==> src/rtl/ahb_master_req_ctrl.sv <==
// ahb_master_req_ctrl
//
// Master-side request controller. One instance sits between an AHB master and
// the per-slave arbiters. It decodes the address phase into a one-hot request,
// presents the master's priority, and stalls the master until the selected
// arbiter grants. It holds the request for the whole burst, then holds the
// response route through the final data phase. An address that decodes to no
// slave gets a two-cycle ERROR response.
//
// Ports
//   hclk        clock
//   hreset_n    asynchronous active-low reset
//   htrans      master transfer type (IDLE/BUSY/NONSEQ/SEQ)
//   haddr       master address; slave index = haddr[ADDR_W-1 -: SEL_BITS]
//   hburst      master burst encoding (SINGLE, INCR, WRAP4 .. INCR16)
//   cfg_prior   priority for this master, latched when a transfer is accepted
//   hgrant_in   bit s = this master's grant from slave s's arbiter
//   hready_s    HREADY of the currently routed slave
//   hreq        one-hot request to the arbiters
//   hprior      priority presented with hreq
//   hready_m    HREADY returned to the master
//   hresp_err   ERROR response to the master
//   hroute      one-hot response-mux select, held through the last data phase

module ahb_master_req_ctrl #(
  parameter int unsigned SLAVE_NUM = 6,
  parameter int unsigned SEL_BITS  = 3,
  parameter int unsigned ADDR_W    = 32,
  parameter int unsigned PRIOR_BIT = 2
) (
  input  logic                 hclk,
  input  logic                 hreset_n,
  input  logic [1:0]           htrans,
  input  logic [ADDR_W-1:0]    haddr,
  input  logic [2:0]           hburst,
  input  logic [PRIOR_BIT-1:0] cfg_prior,
  input  logic [SLAVE_NUM-1:0] hgrant_in,
  input  logic                 hready_s,
  output logic [SLAVE_NUM-1:0] hreq,
  output logic [PRIOR_BIT-1:0] hprior,
  output logic                 hready_m,
  output logic                 hresp_err,
  output logic [SLAVE_NUM-1:0] hroute
);

  localparam logic [1:0] HtransIdle   = 2'd0;
  localparam logic [1:0] HtransNonseq = 2'd2;
  localparam logic [1:0] HtransSeq    = 2'd3;

  localparam logic [2:0] HburstSingle = 3'd0;
  localparam logic [2:0] HburstIncr   = 3'd1;
  localparam logic [2:0] HburstWrap4  = 3'd2;
  localparam logic [2:0] HburstIncr4  = 3'd3;
  localparam logic [2:0] HburstWrap8  = 3'd4;
  localparam logic [2:0] HburstIncr8  = 3'd5;
  localparam logic [2:0] HburstWrap16 = 3'd6;
  localparam logic [2:0] HburstIncr16 = 3'd7;

  typedef enum logic [2:0] {
    StIdle,
    StReq,
    StXfer,
    StDone,
    StErr1,
    StErr2
  } state_e;

  // Beat limit for a burst; zero marks an unbounded INCR burst.
  function automatic logic [4:0] burst_limit(input logic [2:0] burst);
    logic [4:0] lim;
    case (burst)
      HburstSingle:              lim = 5'd1;
      HburstIncr:                lim = 5'd0;
      HburstWrap4, HburstIncr4:  lim = 5'd4;
      HburstWrap8, HburstIncr8:  lim = 5'd8;
      HburstWrap16, HburstIncr16: lim = 5'd16;
      default:                   lim = 5'd1;
    endcase
    return lim;
  endfunction

  state_e                 state_q, state_d;
  logic [4:0]             count_q, count_d;
  logic [4:0]             limit_q, limit_d;
  logic [SEL_BITS-1:0]    target_q, target_d;
  logic [PRIOR_BIT-1:0]   hprior_q, hprior_d;
  logic [SLAVE_NUM-1:0]   hreq_q, hreq_d;
  logic [SLAVE_NUM-1:0]   hroute_q, hroute_d;
  logic                   hresp_err_q, hresp_err_d;

  logic [SEL_BITS-1:0]    sel_idx;
  logic                   sel_valid;
  logic                   is_nonseq;
  logic                   beat;
  logic                   incr_end;
  logic                   accept;
  logic [4:0]             count_inc;
  logic [SLAVE_NUM-1:0]   target_oh_q;
  logic [SLAVE_NUM-1:0]   target_oh_d;

  logic                   unused_addr;
  assign unused_addr = ^haddr[ADDR_W-SEL_BITS-1:0];

  assign sel_idx   = haddr[ADDR_W-1 -: SEL_BITS];
  assign sel_valid = (32'(sel_idx) < SLAVE_NUM);
  assign is_nonseq = (htrans == HtransNonseq);
  assign beat      = hready_s && (is_nonseq || (htrans == HtransSeq));
  // Count saturates rather than wrapping during long INCR bursts.
  assign count_inc = (count_q == 5'd31) ? count_q : count_q + 5'd1;
  // An INCR burst ends on IDLE, or on a NONSEQ that follows at least one beat
  // (the first NONSEQ in XFER is the burst's own opening beat).
  assign incr_end  = (limit_q == 5'd0) && hready_s &&
                     ((htrans == HtransIdle) || (is_nonseq && (count_q != 5'd0)));

  always_comb begin
    target_oh_q = '0;
    target_oh_d = '0;
    for (int unsigned s = 0; s < SLAVE_NUM; s++) begin
      target_oh_q[s] = (target_q == SEL_BITS'(s));
      target_oh_d[s] = (target_d == SEL_BITS'(s));
    end
  end

  // Next-state logic.
  always_comb begin
    state_d  = state_q;
    count_d  = count_q;
    limit_d  = limit_q;
    target_d = target_q;
    hprior_d = hprior_q;
    accept   = 1'b0;

    unique case (state_q)
      StIdle: accept = is_nonseq;
      StReq: begin
        if (|(hgrant_in & target_oh_q)) state_d = StXfer;
      end
      StXfer: begin
        // Grant loss is deliberately ignored here: the request stays up.
        if (incr_end) begin
          state_d = StDone;
        end else if (beat) begin
          count_d = count_inc;
          if ((limit_q != 5'd0) && (count_inc == limit_q)) state_d = StDone;
        end
      end
      StDone: begin
        if (hready_s) begin
          if (is_nonseq) accept = 1'b1;
          else           state_d = StIdle;
        end
      end
      StErr1:  state_d = StErr2;
      StErr2:  state_d = StIdle;
      default: state_d = StIdle;
    endcase

    if (accept) begin
      target_d = sel_idx;
      limit_d  = burst_limit(hburst);
      hprior_d = cfg_prior;
      count_d  = 5'd0;
      state_d  = sel_valid ? StReq : StErr1;
    end
  end

  // Registered outputs follow the state being entered.
  always_comb begin
    hreq_d      = '0;
    hroute_d    = '0;
    hresp_err_d = 1'b0;
    if ((state_d == StReq) || (state_d == StXfer))  hreq_d   = target_oh_d;
    if ((state_d == StXfer) || (state_d == StDone)) hroute_d = target_oh_d;
    if ((state_d == StErr1) || (state_d == StErr2)) hresp_err_d = 1'b1;
  end

  always_ff @(posedge hclk or negedge hreset_n) begin
    if (!hreset_n) begin
      state_q     <= StIdle;
      count_q     <= 5'd0;
      limit_q     <= 5'd0;
      target_q    <= '0;
      hprior_q    <= '0;
      hreq_q      <= '0;
      hroute_q    <= '0;
      hresp_err_q <= 1'b0;
    end else begin
      state_q     <= state_d;
      count_q     <= count_d;
      limit_q     <= limit_d;
      target_q    <= target_d;
      hprior_q    <= hprior_d;
      hreq_q      <= hreq_d;
      hroute_q    <= hroute_d;
      hresp_err_q <= hresp_err_d;
    end
  end

  // Slave wait states must reach the master in the same cycle, so HREADY is a
  // pass-through mux steered by the registered state.
  always_comb begin
    hready_m = 1'b1;
    unique case (state_q)
      StReq, StErr1:  hready_m = 1'b0;
      StXfer, StDone: hready_m = hready_s;
      default:        hready_m = 1'b1;
    endcase
  end

  assign hreq      = hreq_q;
  assign hroute    = hroute_q;
  assign hprior    = hprior_q;
  assign hresp_err = hresp_err_q;

endmodule

==> config.mk <==
export PLATFORM = sky130hd
export DESIGN_NAME = ahb_master_req_ctrl
export DESIGN_NICKNAME = d
export VERILOG_FILES = /design/src/rtl/ahb_master_req_ctrl.sv
export SDC_FILE = /design/constraint.sdc
export NUM_CORES = 1
export LEC_CHECK = 0
export BUFFER_PORTS_ARGS = -buffer_cell sky130_fd_sc_hd__buf_2
export CAP_MARGIN = 20
export CORE_MARGIN = 5
export CORE_UTILIZATION = 35
export DETAILED_ROUTE_END_ITERATION = 7
export MAX_ROUTING_LAYER = met4
export SETUP_SLACK_MARGIN = 0.15
export SLEW_MARGIN = 20
export SYNTH_ARGS = -nofsm -noshare
export SYNTH_HDL_FRONTEND = slang
export SYNTH_SLANG_ARGS = --single-unit
==> constraint.sdc <==
create_clock -name hclk -period 2.59 [get_ports hclk]
set_input_delay 0.1295 -clock hclk [delete_from_list [all_inputs] [get_ports hclk]]
set_output_delay 0.1295 -clock hclk [all_outputs]
set_load 0.005 [all_outputs]
Yosys cells after proc, flatten, opt, wreduce, memory -nomap -nowiden
Memory sizes are Yosys's and may differ from the RTL's. A register that Yosys moved wholly into a read port is not among the register bits.
Cells that the tools add are included.
{ "totals": {"reg_bits": 31, "rom_bits": 32, "inputBits": 48, "memories": 1, "elab_cells": 82, "output_inout_bits": 16} }
{ "op_classes": {"addsub": 1, "magnitude_cmp": 1, "muxes": 22, "bitwise_logic": 1, "reduce_logical": 24, "eq_ne": 24} }
{ "memory_table": {"columns": ["name", "words", "width", "rd", "rd_ports_with_merged_regs", "write_ports", "line_no", "source"], "rows": [
  ["(no name shown)", 8, 4, 1, 1, 0, "71", "case (burst)"]
]} }
{ "op_table": {"columns": ["op", "n"], "rows": [
  ["3-bit 2-to-1 mux", 9],
  ["5-bit 2-to-1 mux", 5],
  ["3-bit by 2-bit equality test with 1-bit output (second input constant)", 8],
  ["3-bit equality test (second input constant)", 7],
  ["3-bit case mux with 5 select lines", 1],
  ["3-bit by 1-bit equality test with 1-bit output (second input constant)", 4],
  ["6-bit 2-to-1 mux", 2],
  ["5-bit nonzero test", 2],
  ["3-bit zero test", 3],
  ["6-bit AND", 1],
  ["6-bit OR reduction", 1],
  ["5-bit by 1-bit adder with 5-bit output (second input constant)", 1],
  ["5-bit equality test", 1],
  ["5-bit equality test (second input constant)", 1],
  ["1-bit logical AND", 5],
  ["5-bit zero test", 1],
  ["1-bit logical OR", 5],
  ["2-bit equality test (second input constant)", 2],
  ["1-bit case mux with 2 select lines", 2],
  ["2-bit nonzero test", 2],
  ["2-bit OR reduction", 2],
  ["3-bit < comparator (second input constant)", 1],
  ["1-bit 2-to-1 mux", 3],
  ["3-bit AND reduction", 1],
  ["other kinds (3)", 3]
]} }

Depth between registers and ports, before layout
Gate-level depths: netlist of the first run.
{ "depth": {"depth_word": 12, "mapped_depth": 9, "depth_no_buf": 8} }

Worst setup path before layout of the first run
OpenSTA, ideal clock, no wires.
{ "synth_path": {"path_type": "reg2reg", "startpoint": "reg state_q[0]", "endpoint": "reg hreq_q[1] (netlist: hreq[1])", "setup_time_ps": 128, "path_stages_with_launch": 8, "arrival_time_ps": 2078, "synth_period_minus_slack_ps": 2206, "t_required_ps": 2462, "n_path_buf": 1, "path_slack_ps": 384, "path_cell_list": "dfrtp_1 > buf_6 > or2_4 > a211o_4 > o32a_1 > a211o_1 > a21oi_4 > mux2_1"} }
{ "synth_between": {"elab_chain_len": 8, "word_cells_on_any_way": 20, "classes_between": "7 x eq/ne; 11 x mux; 2 x reduce/logical"} }
{ "synth_rtl": {"columns": ["item", "line_no", "source"], "rows": [
  ["start: declaration", "82", "state_e state_q, state_d;"],
  ["start signal: assignment", "179", "state_q <= StIdle;"],
  ["start signal: assignment", "188", "state_q <= state_d;"],
  ["3-bit 2-to-1 mux", "144", "if ((limit_q != 5'd0) && (count_inc == limit_q)) state_d = StDone;"],
  ["3-bit 2-to-1 mux", "142", "end else if (beat) begin"],
  ["3-bit 2-to-1 mux", "140", "if (incr_end) begin"],
  ["3-bit case mux with 5 select lines", "133", "unique case (state_q)"],
  ["3-bit 2-to-1 mux", "158", "if (accept) begin"],
  ["3-bit by 1-bit equality test with 1-bit output or 3-bit by 2-bit equality test with 1-bit output (tied branches)", "172", "if ((state_d == StReq) || (state_d == StXfer)) hreq_d = target_oh_d;"],
  ["1-bit logical OR", "172", null],
  ["6-bit 2-to-1 mux (*)", "172", null],
  ["named net hreq_d[1]", "87", "logic [SLAVE_NUM-1:0] hreq_q, hreq_d;"],
  ["end signal: assignment", "193", "hreq_q <= hreq_d;"],
  ["end: declaration", "87", null]
]} }
The timed path passes the listed nets; every way through them passes the cells marked *.
A chain may end at the register's enable or synchronous reset.

Worst setup path after layout of the first run
{ "layout_path": {"startpoint": "reg limit_q[0]", "endpoint": "reg hreq_q[1] (netlist: hreq[1])"} }
{ "layout_between": {"elab_chain_len": 10, "word_cells_on_any_way": 15, "classes_between": "3 x eq/ne; 6 x mux; 6 x reduce/logical"} }
{ "layout_rtl": {"columns": ["item", "line_no", "source"], "rows": [
  ["start: declaration", "84", "logic [4:0] limit_q, limit_d;"],
  ["5-bit equality test or 5-bit nonzero test (tied branches)", "144", null],
  ["1-bit logical AND", "144", null],
  ["3-bit 2-to-1 mux", "144", null],
  ["3-bit 2-to-1 mux", "142", null],
  ["3-bit 2-to-1 mux (*)", "140", null],
  ["3-bit case mux with 5 select lines (*)", "133", null],
  ["3-bit 2-to-1 mux (*)", "158", null],
  ["3-bit by 1-bit equality test with 1-bit output or 3-bit by 2-bit equality test with 1-bit output (tied branches)", "172", null],
  ["1-bit logical OR (*)", "172", null],
  ["6-bit 2-to-1 mux (*)", "172", null],
  ["named net hreq_d[1]", "87", null]
]} }
Marked as above.

==> flow_summary.json, run 1 <==
{
  "status": "finished clean",
  "synth_nets": 221,
  "cp-start-kind": "flip-flop",
  "syn_to_final_growth_pct": 20.5,
  "rr_endpoint": "hreq[1]",
  "reg2reg_slack_ns": 0.27,
  "hp-start": "hburst[0]",
  "synth.most_common_cell": "dfrtp_1",
  "hold_path_depth": 2,
  "regToRegStartpoint": "limit_q[0]",
  "hold_viol": 0,
  "crit_fanout": 3,
  "antenna_found_initial": 0,
  "clk_pin_slew_ns": 0.06,
  "drt.antenna.violating_nets": 0,
  "grt.overflow.total": 0,
  "min_path_type": "input port to flip-flop",
  "fin_ws_ns": 0.268,
  "die-area_sq_um": 6290,
  "synthTopCellsByCount": "30 x dfrtp_1, 14 x inv_1, 13 x nand2_1",
  "async_reset_ff_share_pct": 100,
  "final_max_slew_viol_count": 0,
  "fillers": 468,
  "cts_root_buf": "clkbuf_8",
  "grt_first_pass_wirelength_mm": 6.42,
  "io_pins": 64,
  "multiInputGateArea_sq_um": 831,
  "synth_top_cells_by_area": "dfrtp_1 45%, mux2i_1 7.1%, inv_1 3.1%",
  "muxShareOfSynthArea_pct": 11.2,
  "skew_ns": 0.00626,
  "dp_hpwl_mm": 2.69,
  "power-per-cell-area_nw_per_um2": 982,
  "grt_max_degree": 31,
  "design.core.area_sq_um": 4690,
  "cts_sinks": 30,
  "ys_warn_count": 0,
  "dr.pass1.iters": 5,
  "grt_pass1_vias": 1410,
  "cts_tree": "yes",
  "avgSynthCellArea_sq_um": 9.84,
  "ys_seq_area_share_pct": 44.6,
  "track_usage_pct": 13.3,
  "synthCells": 171,
  "die_w_um": 79.3,
  "period_share_pct": 89.7,
  "tns_ns": 0,
  "ys.flop_type": "dfrtp_1",
  "worst_skew_pair.late_latency_ns": 0.28,
  "holdWs_ns": 0.0285,
  "synth_edf_count": 0,
  "num_vias": 1390,
  "wl_mm": 3.63,
  "synth_top_cell_area_share_pct": 44.6,
  "rsz0062_at_grt": "no",
  "cts_buffers": 5,
  "drv_cap": 0,
  "p_leak_nw": 1.04,
  "fp.dieH_um": 79.3,
  "io_buffers": 34,
  "timing.fmax_mhz": 431,
  "drt_drc_violations_left": 0,
  "min_period_ns": 2.32,
  "htreeDepth": 2,
  "critPathRequiredTime_ns": 2.75,
  "setup_viol": 0,
  "rows": 25,
  "yosysTopAreaCell": "dfrtp_1",
  "holdPathEnd": "limit_q[0]",
  "critPathArrivalTime_ns": 2.48,
  "tightest_slew_ns": 0.672,
  "start_util_pct": 35.9,
  "synth-xor-area-share_pct": 1.56,
  "drtIter0Drc": 53,
  "cp-end-kind": "flip-flop",
  "critPathKind": "flip-flop to flip-flop",
  "synth-simple-area-share_pct": 21.9,
  "maxSlewHeadroom_pct": 55.2,
  "synth-compound-area-share_pct": 13.2,
  "ff2ff_path_depth": 6,
  "n_antenna_cell": 0,
  "netlist_area_sq_um": 1680,
  "clock_path_buffers": 2,
  "ys_types": 49,
  "nets": 260,
  "finalWeightedCongestion": 0.765,
  "vdd_ir_drop_max_mv": 0.579,
  "synth_top_family_by_area": "simple AND/OR/NAND/NOR gates",
  "wl_per_cell_um": 13.7,
  "post-place-ws_ns": 0.254,
  "via_per_inst": 5.25,
  "synthAdderAreaFrac_pct": 1.49,
  "regArea_sq_um": 751,
  "drive_gt1_share_pct": 27.5,
  "yosys_register_bits": 30
}
[how the worst max path moves through the flow]
stage	from	to	slack, ns	cells after the start
finish	limit_q[0]	hreq[1]	0.27	6
global route	limit_q[0]	hreq[3]	0.13	7
CTS	state_q[0]	hreq[0]	0.24	6
detailed placement	state_q[0]	hreq[0]	0.25	6
global placement	state_q[0]	hreq[0]	0.26	6
floorplan	state_q[0]	hreq[1]	0.38	7
[cells in the final DEF (no fill, tap or decap), types with 2 or more instances in the layout]
master / instances
a21oi_1: 2
and2_1: 3
and4_1: 2
buf_2: 34
buf_4: 6
clkbuf_8: 6
dfrtp_1: 30
ha_1: 2
inv_1: 14
mux2_2: 3
mux2i_1: 12
nand2_1: 13
nand2b_1: 4
nand3_1: 10
nand3b_1: 2
nand4_1: 4
nor2_1: 8
nor2b_1: 2
nor3_1: 5
nor3b_1: 4
o21ai_0: 9
o31ai_1: 4
or4_1: 2
xor2_1: 2
[worst max-delay path: stages (launching register included)]
cell and delay [ns]:
dfrtp_1 0.42, or4_1 0.58, a2111oi_1 0.45, and2_1 0.21
a211o_1 0.17, a21oi_4 0.04, mux2_1 0.32
[area by class of cell]
| cell class | count | share of cell area, % |
|---|---|---|
| Sequential cell | 30 | 37.0 |
| Clock buffer | 6 | 4.07 |
| Tap cell | 54 | 3.33 |
| Multi-Input combinational cell | 117 | 41.0 |
| Inverter | 15 | 2.90 |
| Timing Repair Buffer | 41 | 11.1 |
| Clock inverter | 2 | 0.617 |
[stage by stage]
stage               area, sq um  util, %  power (mW)  instances
global route               2030     43.2        2.17        265
floorplan                  1680        -        1.33        171
detailed placement         1900     40.5        1.58        253
CTS                        2000     42.7        1.98        262
global placement           1900     40.5        1.56        253
finish                     2030     43.2        1.99        265
[layer usage]
layer / share of wire, % / GRT usage, %
met4: 1.4 / 5.67
met3: 3.1 / 3.17
met1: 45 / 15.6
met5: 0 / -
met2: 50 / 21.9
[flip-flops by register name, summed over array words and instances (netlist names)]
| signal | flops |
|---|---|
| hreq | 6 |
| hroute | 6 |
| count_q | 5 |
| limit_q | 4 |
| state_q | 3 |
| target_q | 3 |
| hprior | 2 |
| hresp_err | 1 |
[power breakdown]
group	switching, mW	leakage (nW)	internal (mW)
logic	0.441	0.591	0.420
registers	0.129	0.400	0.611
clock network	0.178	0.0472	0.213
total	0.748	1.04	1.24
[logic make-up after synthesis]
logic type	Yosys count
compound gates	29
xor+xnor	3
fa+ha+maj	2
buf+inv	24
flops	30
mux	17
simple gates	66
[repair_timing]
action                                 4_1_cts  5_1_grt
gates resized for setup                      0        1
hold buffers                                 1        0
setup endpoints to repair                    0        5
setup buffers                                0        3
endpoints found under the hold margin       30        0
No activity file was read; power rests on OpenSTA's default activity.
==> inputs of run 2 (changes only) <==
--- a/config.mk
+++ b/config.mk
@@ -6,11 +6,12 @@
 export NUM_CORES = 1
 export LEC_CHECK = 0
 export BUFFER_PORTS_ARGS = -buffer_cell sky130_fd_sc_hd__buf_2
-export CAP_MARGIN = 20
+export CAP_MARGIN = 30
 export CORE_MARGIN = 5
-export CORE_UTILIZATION = 35
+export CORE_UTILIZATION = 49
 export DETAILED_ROUTE_END_ITERATION = 7
 export MAX_ROUTING_LAYER = met4
+export PLACE_DENSITY = 0.8
 export SETUP_SLACK_MARGIN = 0.15
 export SLEW_MARGIN = 20
 export SYNTH_ARGS = -nofsm -noshare
==> flow_summary.json, run 2 (same netlist as run 1, synthesis figures left out) <==
{
  "status": "finished clean",
  "final_max_slew_viol_count": 0,
  "dr.pass1.iters": 4,
  "htreeDepth": 2,
  "critPathArrivalTime_ns": 2.55,
  "cp_num_buf_inv": 0,
  "drt_drc_violations_left": 0,
  "final_cell_mix": "34 x buf_2, 30 x dfrtp_1, 14 x inv_1",
  "design.core.area_sq_um": 3340,
  "critPathKind": "flip-flop to flip-flop",
  "setup_viol": 0,
  "power-per-cell-area_nw_per_um2": 982,
  "final_common_cell": "buf_2",
  "via_per_inst": 5.41,
  "min_path_type": "input port to flip-flop",
  "slowest_delay_ns": 0.48,
  "finalWeightedCongestion": 0.763,
  "timing.fmax_mhz": 429,
  "crit_fanout": 12,
  "hold_viol": 0,
  "drv_cap": 0,
  "dp_hpwl_mm": 2.44,
  "tns_ns": 0,
  "tightest_slew_ns": 0.651,
  "start_util_pct": 50.4,
  "holdWs_ns": 0.0133,
  "grt.overflow.total": 0,
  "critPathRequiredTime_ns": 2.81,
  "multiInputGateArea_sq_um": 846,
  "vdd_ir_drop_max_mv": 0.574,
  "cts_tree": "yes",
  "fillers": 308,
  "io_pins": 64,
  "rsz0062_at_grt": "yes",
  "grt_max_degree": 31,
  "fp.dieH_um": 68.6,
  "die-area_sq_um": 4710,
  "rows": 21,
  "regArea_sq_um": 751,
  "period_share_pct": 90.0,
  "drtIter0Drc": 99,
  "clk_pin_slew_ns": 0.09,
  "maxSlewHeadroom_pct": 56.6,
  "n_antenna_cell": 0,
  "cts_sinks": 30,
  "worst_skew_pair.late_latency_ns": 0.34,
  "crit_family": "compound AO/OA/AOI/OAI gates",
  "slowest_stage": "dfrtp_1",
  "nets": 258,
  "cp-start-kind": "flip-flop",
  "drt.antenna.violating_nets": 0,
  "die_w_um": 68.6,
  "wl_mm": 3.60,
  "track_usage_pct": 17.8,
  "path_cells": "or2_4 > a211o_4 > o32a_1 > a211o_1 > a21oi_4 > mux2_1",
  "skew_ns": 0.0126,
  "cp-end-kind": "flip-flop",
  "grt_first_pass_wirelength_mm": 5.85,
  "syn_to_final_growth_pct": 18.8,
  "io_buffers": 34,
  "cts_buffers": 5,
  "p_leak_nw": 1.02,
  "drive_gt1_share_pct": 26.9,
  "num_vias": 1375,
  "cts_root_buf": "clkbuf_4",
  "antenna_found_initial": 0,
  "grt_pass1_vias": 1294,
  "min_period_ns": 2.33,
  "clock_path_buffers": 2,
  "wl_per_cell_um": 14.2
}
## run 2: cell count changes in the layout (fill, tap and decap cells not counted)
cell,change
clkbuf_4,+5
clkbuf_8,-5
buf_4,-4
a211o_2,+1
bufinv_16,+1
clkinv_2,-1
clkinvlp_4,-1
dlygate4sd3_1,+1
ha_1,-1
ha_2,+1
nand2b_1,-1
nand2b_2,+1
## run 2: through the flow
step	instance area, sq um	power, mW	cells	worst slack, ns	util (%)
floorplan	1680	1.33	171	0.384	-
global placement	1870	1.53	243	0.244	56.2
detailed placement	1870	1.55	243	0.227	56.2
CTS	1980	1.94	252	0.213	59.2
global route	2000	2.11	254	0.131	59.9
finish	2000	1.96	254	0.259	59.9
## run 2: layout make-up
| class | instances | area share [%] |
|---|---|---|
| Clock buffer | 6 | 2.57 |
| Sequential cell | 30 | 37.5 |
| Multi-Input combinational cell | 118 | 42.3 |
| Tap cell | 46 | 2.88 |
| Clock inverter | 1 | 1.50 |
| Inverter | 15 | 2.94 |
| Timing Repair Buffer | 38 | 10.3 |
## run 2: timing repair
item | 4_1_cts | 5_1_grt
hold buffers | 2 | 0
endpoints found under the hold margin | 31 | 0
gates resized for setup | 0 | 3
setup buffers | 0 | 1
setup endpoints to repair | 0 | 6
## run 2: metal layers
metal	up-vias	global-route usage [%]	wire length, um
met4	0	9.68	96
li1	692	-	-
met2	31	26.2	1650
met1	642	22.3	1680
met3	10	4.38	169
met5	-	-	0
## run 2: power by group
group	switching, mW	internal, mW
combinational	0.425	0.394
sequential	0.145	0.609
clock	0.167	0.225
## run 2: worst paths after layout
path | from | end | slack (ns) | cells after the start
setup / recovery | state_q[0] | hreq[1] | 0.26 | 6
hold / removal | hburst[1] | limit_q[0] | 0.01 | 2
setup reg to reg | state_q[0] | hreq[1] | 0.26 | 6
hold reg to reg | hprior[1] | hprior[1] | 0.51 | 1
max in group asynchronous | hreset_n | hreq[1] | 1.82 | 2
min in group asynchronous | hreset_n | count_q[1] | 0.34 | 2
==> inputs of run 3 (changes only) <==
--- a/config.mk
+++ b/config.mk
@@ -5,13 +5,13 @@
 export SDC_FILE = /design/constraint.sdc
 export NUM_CORES = 1
 export LEC_CHECK = 0
+export ABC_AREA = 1
 export BUFFER_PORTS_ARGS = -buffer_cell sky130_fd_sc_hd__buf_2
 export CAP_MARGIN = 30
 export CORE_MARGIN = 5
-export CORE_UTILIZATION = 49
+export CORE_UTILIZATION = 30
 export DETAILED_ROUTE_END_ITERATION = 7
 export MAX_ROUTING_LAYER = met4
-export PLACE_DENSITY = 0.8
 export SETUP_SLACK_MARGIN = 0.15
 export SLEW_MARGIN = 20
 export SYNTH_ARGS = -nofsm -noshare
==> flow_summary.json, run 3 <==
{
  "grt_max_degree": 31,
  "avgSynthCellArea_sq_um": 8.26,
  "clk_pin_slew_ns": 0.07,
  "track_usage_pct": 12.2,
  "cp-end-kind": "flip-flop",
  "tns_ns": 0,
  "drv_cap": 0,
  "cts_buffers": 5,
  "synth.most_common_cell": "nand2_1",
  "ys_seq_area_share_pct": 47.6,
  "drive_gt1_share_pct": 30.5,
  "clock_path_buffers": 2,
  "dr.pass1.iters": 4,
  "setup_viol": 0,
  "wl_per_cell_um": 11.8,
  "grt.overflow.total": 0,
  "fin_cells": 303,
  "final_cell_mix": "43 x nand2_1, 34 x buf_2, 30 x dfrtp_1",
  "pwr-share-seq_pct": 36.3,
  "period_share_pct": 77.5,
  "ys.flop_type": "dfrtp_1",
  "hold_viol": 0,
  "critPathRequiredTime_ns": 2.76,
  "p_clk_share_pct": 20.4,
  "finalWeightedCongestion": 0.852,
  "dp_hpwl_mm": 2.76,
  "yosys_register_bits": 30,
  "start_util_pct": 30.9,
  "rr_endpoint": "hreq[2]",
  "holdPathEnd": "limit_q[0]",
  "syn_to_final_growth_pct": 22.3,
  "fillers": 553,
  "combPwrFrac_pct": 43.2,
  "status": "finished clean",
  "via_per_inst": 4.54,
  "synth_top_cell_area_share_pct": 47.6,
  "yosysTopAreaCell": "dfrtp_1",
  "switching_share_pct": 41.8,
  "synth_edf_count": 0,
  "power-per-cell-area_nw_per_um2": 995,
  "synth_top_cells_by_area": "dfrtp_1 48%, nand2_1 10%, nand3_1 8.6%",
  "worst_skew_pair.late_latency_ns": 0.29,
  "regArea_sq_um": 751,
  "io_pins": 64,
  "regToRegStartpoint": "count_q[1]",
  "drt.antenna.violating_nets": 0,
  "p_sw_mw": 0.803,
  "cts_root_buf": "clkbuf_8",
  "place_area_sq_um": 1820,
  "n_antenna_cell": 0,
  "grt_first_pass_wirelength_mm": 6.07,
  "ys_warn_count": 0,
  "skew_ns": 0.00883,
  "ys_types": 30,
  "reg2reg_slack_ns": 0.58,
  "synthCells": 191,
  "fp.dieH_um": 82.5,
  "design.core.area_sq_um": 5110,
  "hp-start": "hburst[0]",
  "final_common_cell": "nand2_1",
  "crit_fanout": 7,
  "synth_nets": 241,
  "min_period_ns": 2.01,
  "cts_tree": "yes",
  "die-area_sq_um": 6810,
  "critPathKind": "flip-flop to flip-flop",
  "final_max_slew_viol_count": 0,
  "p_leak_nw": 1.03,
  "timing.fmax_mhz": 498,
  "rows": 26,
  "hold_path_depth": 2,
  "antenna_found_initial": 0,
  "io_buffers": 34,
  "cts_sinks": 30,
  "critPathArrivalTime_ns": 2.18,
  "ff2ff_path_depth": 14,
  "drtIter0Drc": 72,
  "num_vias": 1377,
  "nets": 282,
  "htreeDepth": 2,
  "cts_setup_buffers": 0,
  "min_path_type": "input port to flip-flop",
  "power.internal_mw": 1.12,
  "die_w_um": 82.5,
  "final_cell_area_sq_um": 1930,
  "async_reset_ff_share_pct": 100,
  "synthTopCellsByCount": "43 x nand2_1, 30 x dfrtp_1, 27 x nand3_1",
  "rsz0062_at_grt": "no",
  "drt_drc_violations_left": 0,
  "netlist_area_sq_um": 1580,
  "multiInputGateArea_sq_um": 699,
  "tightest_slew_ns": 0.677,
  "maxSlewHeadroom_pct": 54.8,
  "vdd_ir_drop_max_mv": 0.397,
  "dp.cells": 294,
  "cp-start-kind": "flip-flop",
  "wl_mm": 3.57,
  "grt_pass1_vias": 1319
}
-- run 3: changes by cell type after synthesis, moves of 5 or more --
cell	previous run	this run
clkbuf_1	6	0
inv_1	14	24
mux2i_1	12	0
nand2_1	13	43
nand2_2	0	5
nand3_1	10	27
nor2_2	0	8
-- run 3: final cells by class --
type	instances	share of cell area (%)
clock buffer	6	4.28
inverter	29	5.64
clock inverter	2	0.649
timing repair buffer	36	9.73
sequential	30	38.9
tap	70	4.54
multi-input combinational	130	36.3
-- run 3: worst max path at each step --
| stage | to | from | slack, ns |
|---|---|---|---|
| CTS | hreq[2] | count_q[0] | 0.57 |
| floorplan | hreq[1] | count_q[0] | 0.88 |
| global route | hreq[2] | count_q[1] | 0.31 |
| finish | hreq[2] | count_q[1] | 0.58 |
| detailed placement | hreq[2] | count_q[1] | 0.58 |
| global placement | hreq[4] | count_q[0] | 0.62 |
-- run 3: what timing repair did --
| item | in CTS | in global routing |
|---|---|---|
| hold endpoints to repair | 30 | 0 |
| gates resized for setup | 0 | 0 |
| hold buffers | 1 | 0 |
-- run 3: logic make-up (layout without fill, tap and decap cells) --
group,count (synthesis),in the layout,synth area share (%)
adders and majority gates,2,2,1.59
and+or+nand+nor,109,109,34.8
DFF,30,30,47.6
buffers and inverters,31,73,8.09
AOI/OAI and AO/OA,19,19,7.93
-- run 3: routing by layer --
metal	GRT usage, %	part of all wire (%)
met3	3.15	4.6
met5	-	0
met4	5.39	1.5
met2	18.3	46
met1	15.4	48
-- run 3: power groups by stage --
stage | combinational [mW] | sequential [mW] | clock [mW]
finish | 0.829 | 0.698 | 0.392
floorplan | 0.616 | 0.694 | 0
CTS | 0.842 | 0.699 | 0.407
global route | 0.952 | 0.716 | 0.428
global placement | 0.820 | 0.701 | 0
detailed placement | 0.839 | 0.705 | 0
-- run 3: critical path: stages (launching register included) --
cell	delay (ns)
dfrtp_1	0.44
ha_1	0.26
nand4_2	0.24
nand2_1	0.19
nand2_1	0.06
nand2_1	0.06
nor2_1	0.04
nand2_1	0.07
nand2_1	0.05
nand2_1	0.08
nand3_2	0.09
nand2_2	0.09
nand2_2	0.06
nand2_4	0.12
nor2_2	0.05
-- run 3: per-stage QoR --
step / power, mW / setup WS [ns] / util, % / hold WS [ns]
finish: 1.92 / 0.584 / 37.8 / 0.0223
global route: 2.10 / 0.310 / 37.8 / 0.0181
CTS: 1.95 / 0.569 / 37.8 / 0.0159
detailed placement: 1.54 / 0.585 / 35.7 / 0.212
global placement: 1.52 / 0.624 / 35.7 / 0.207
floorplan: 1.31 / 0.883 / - / -0.166
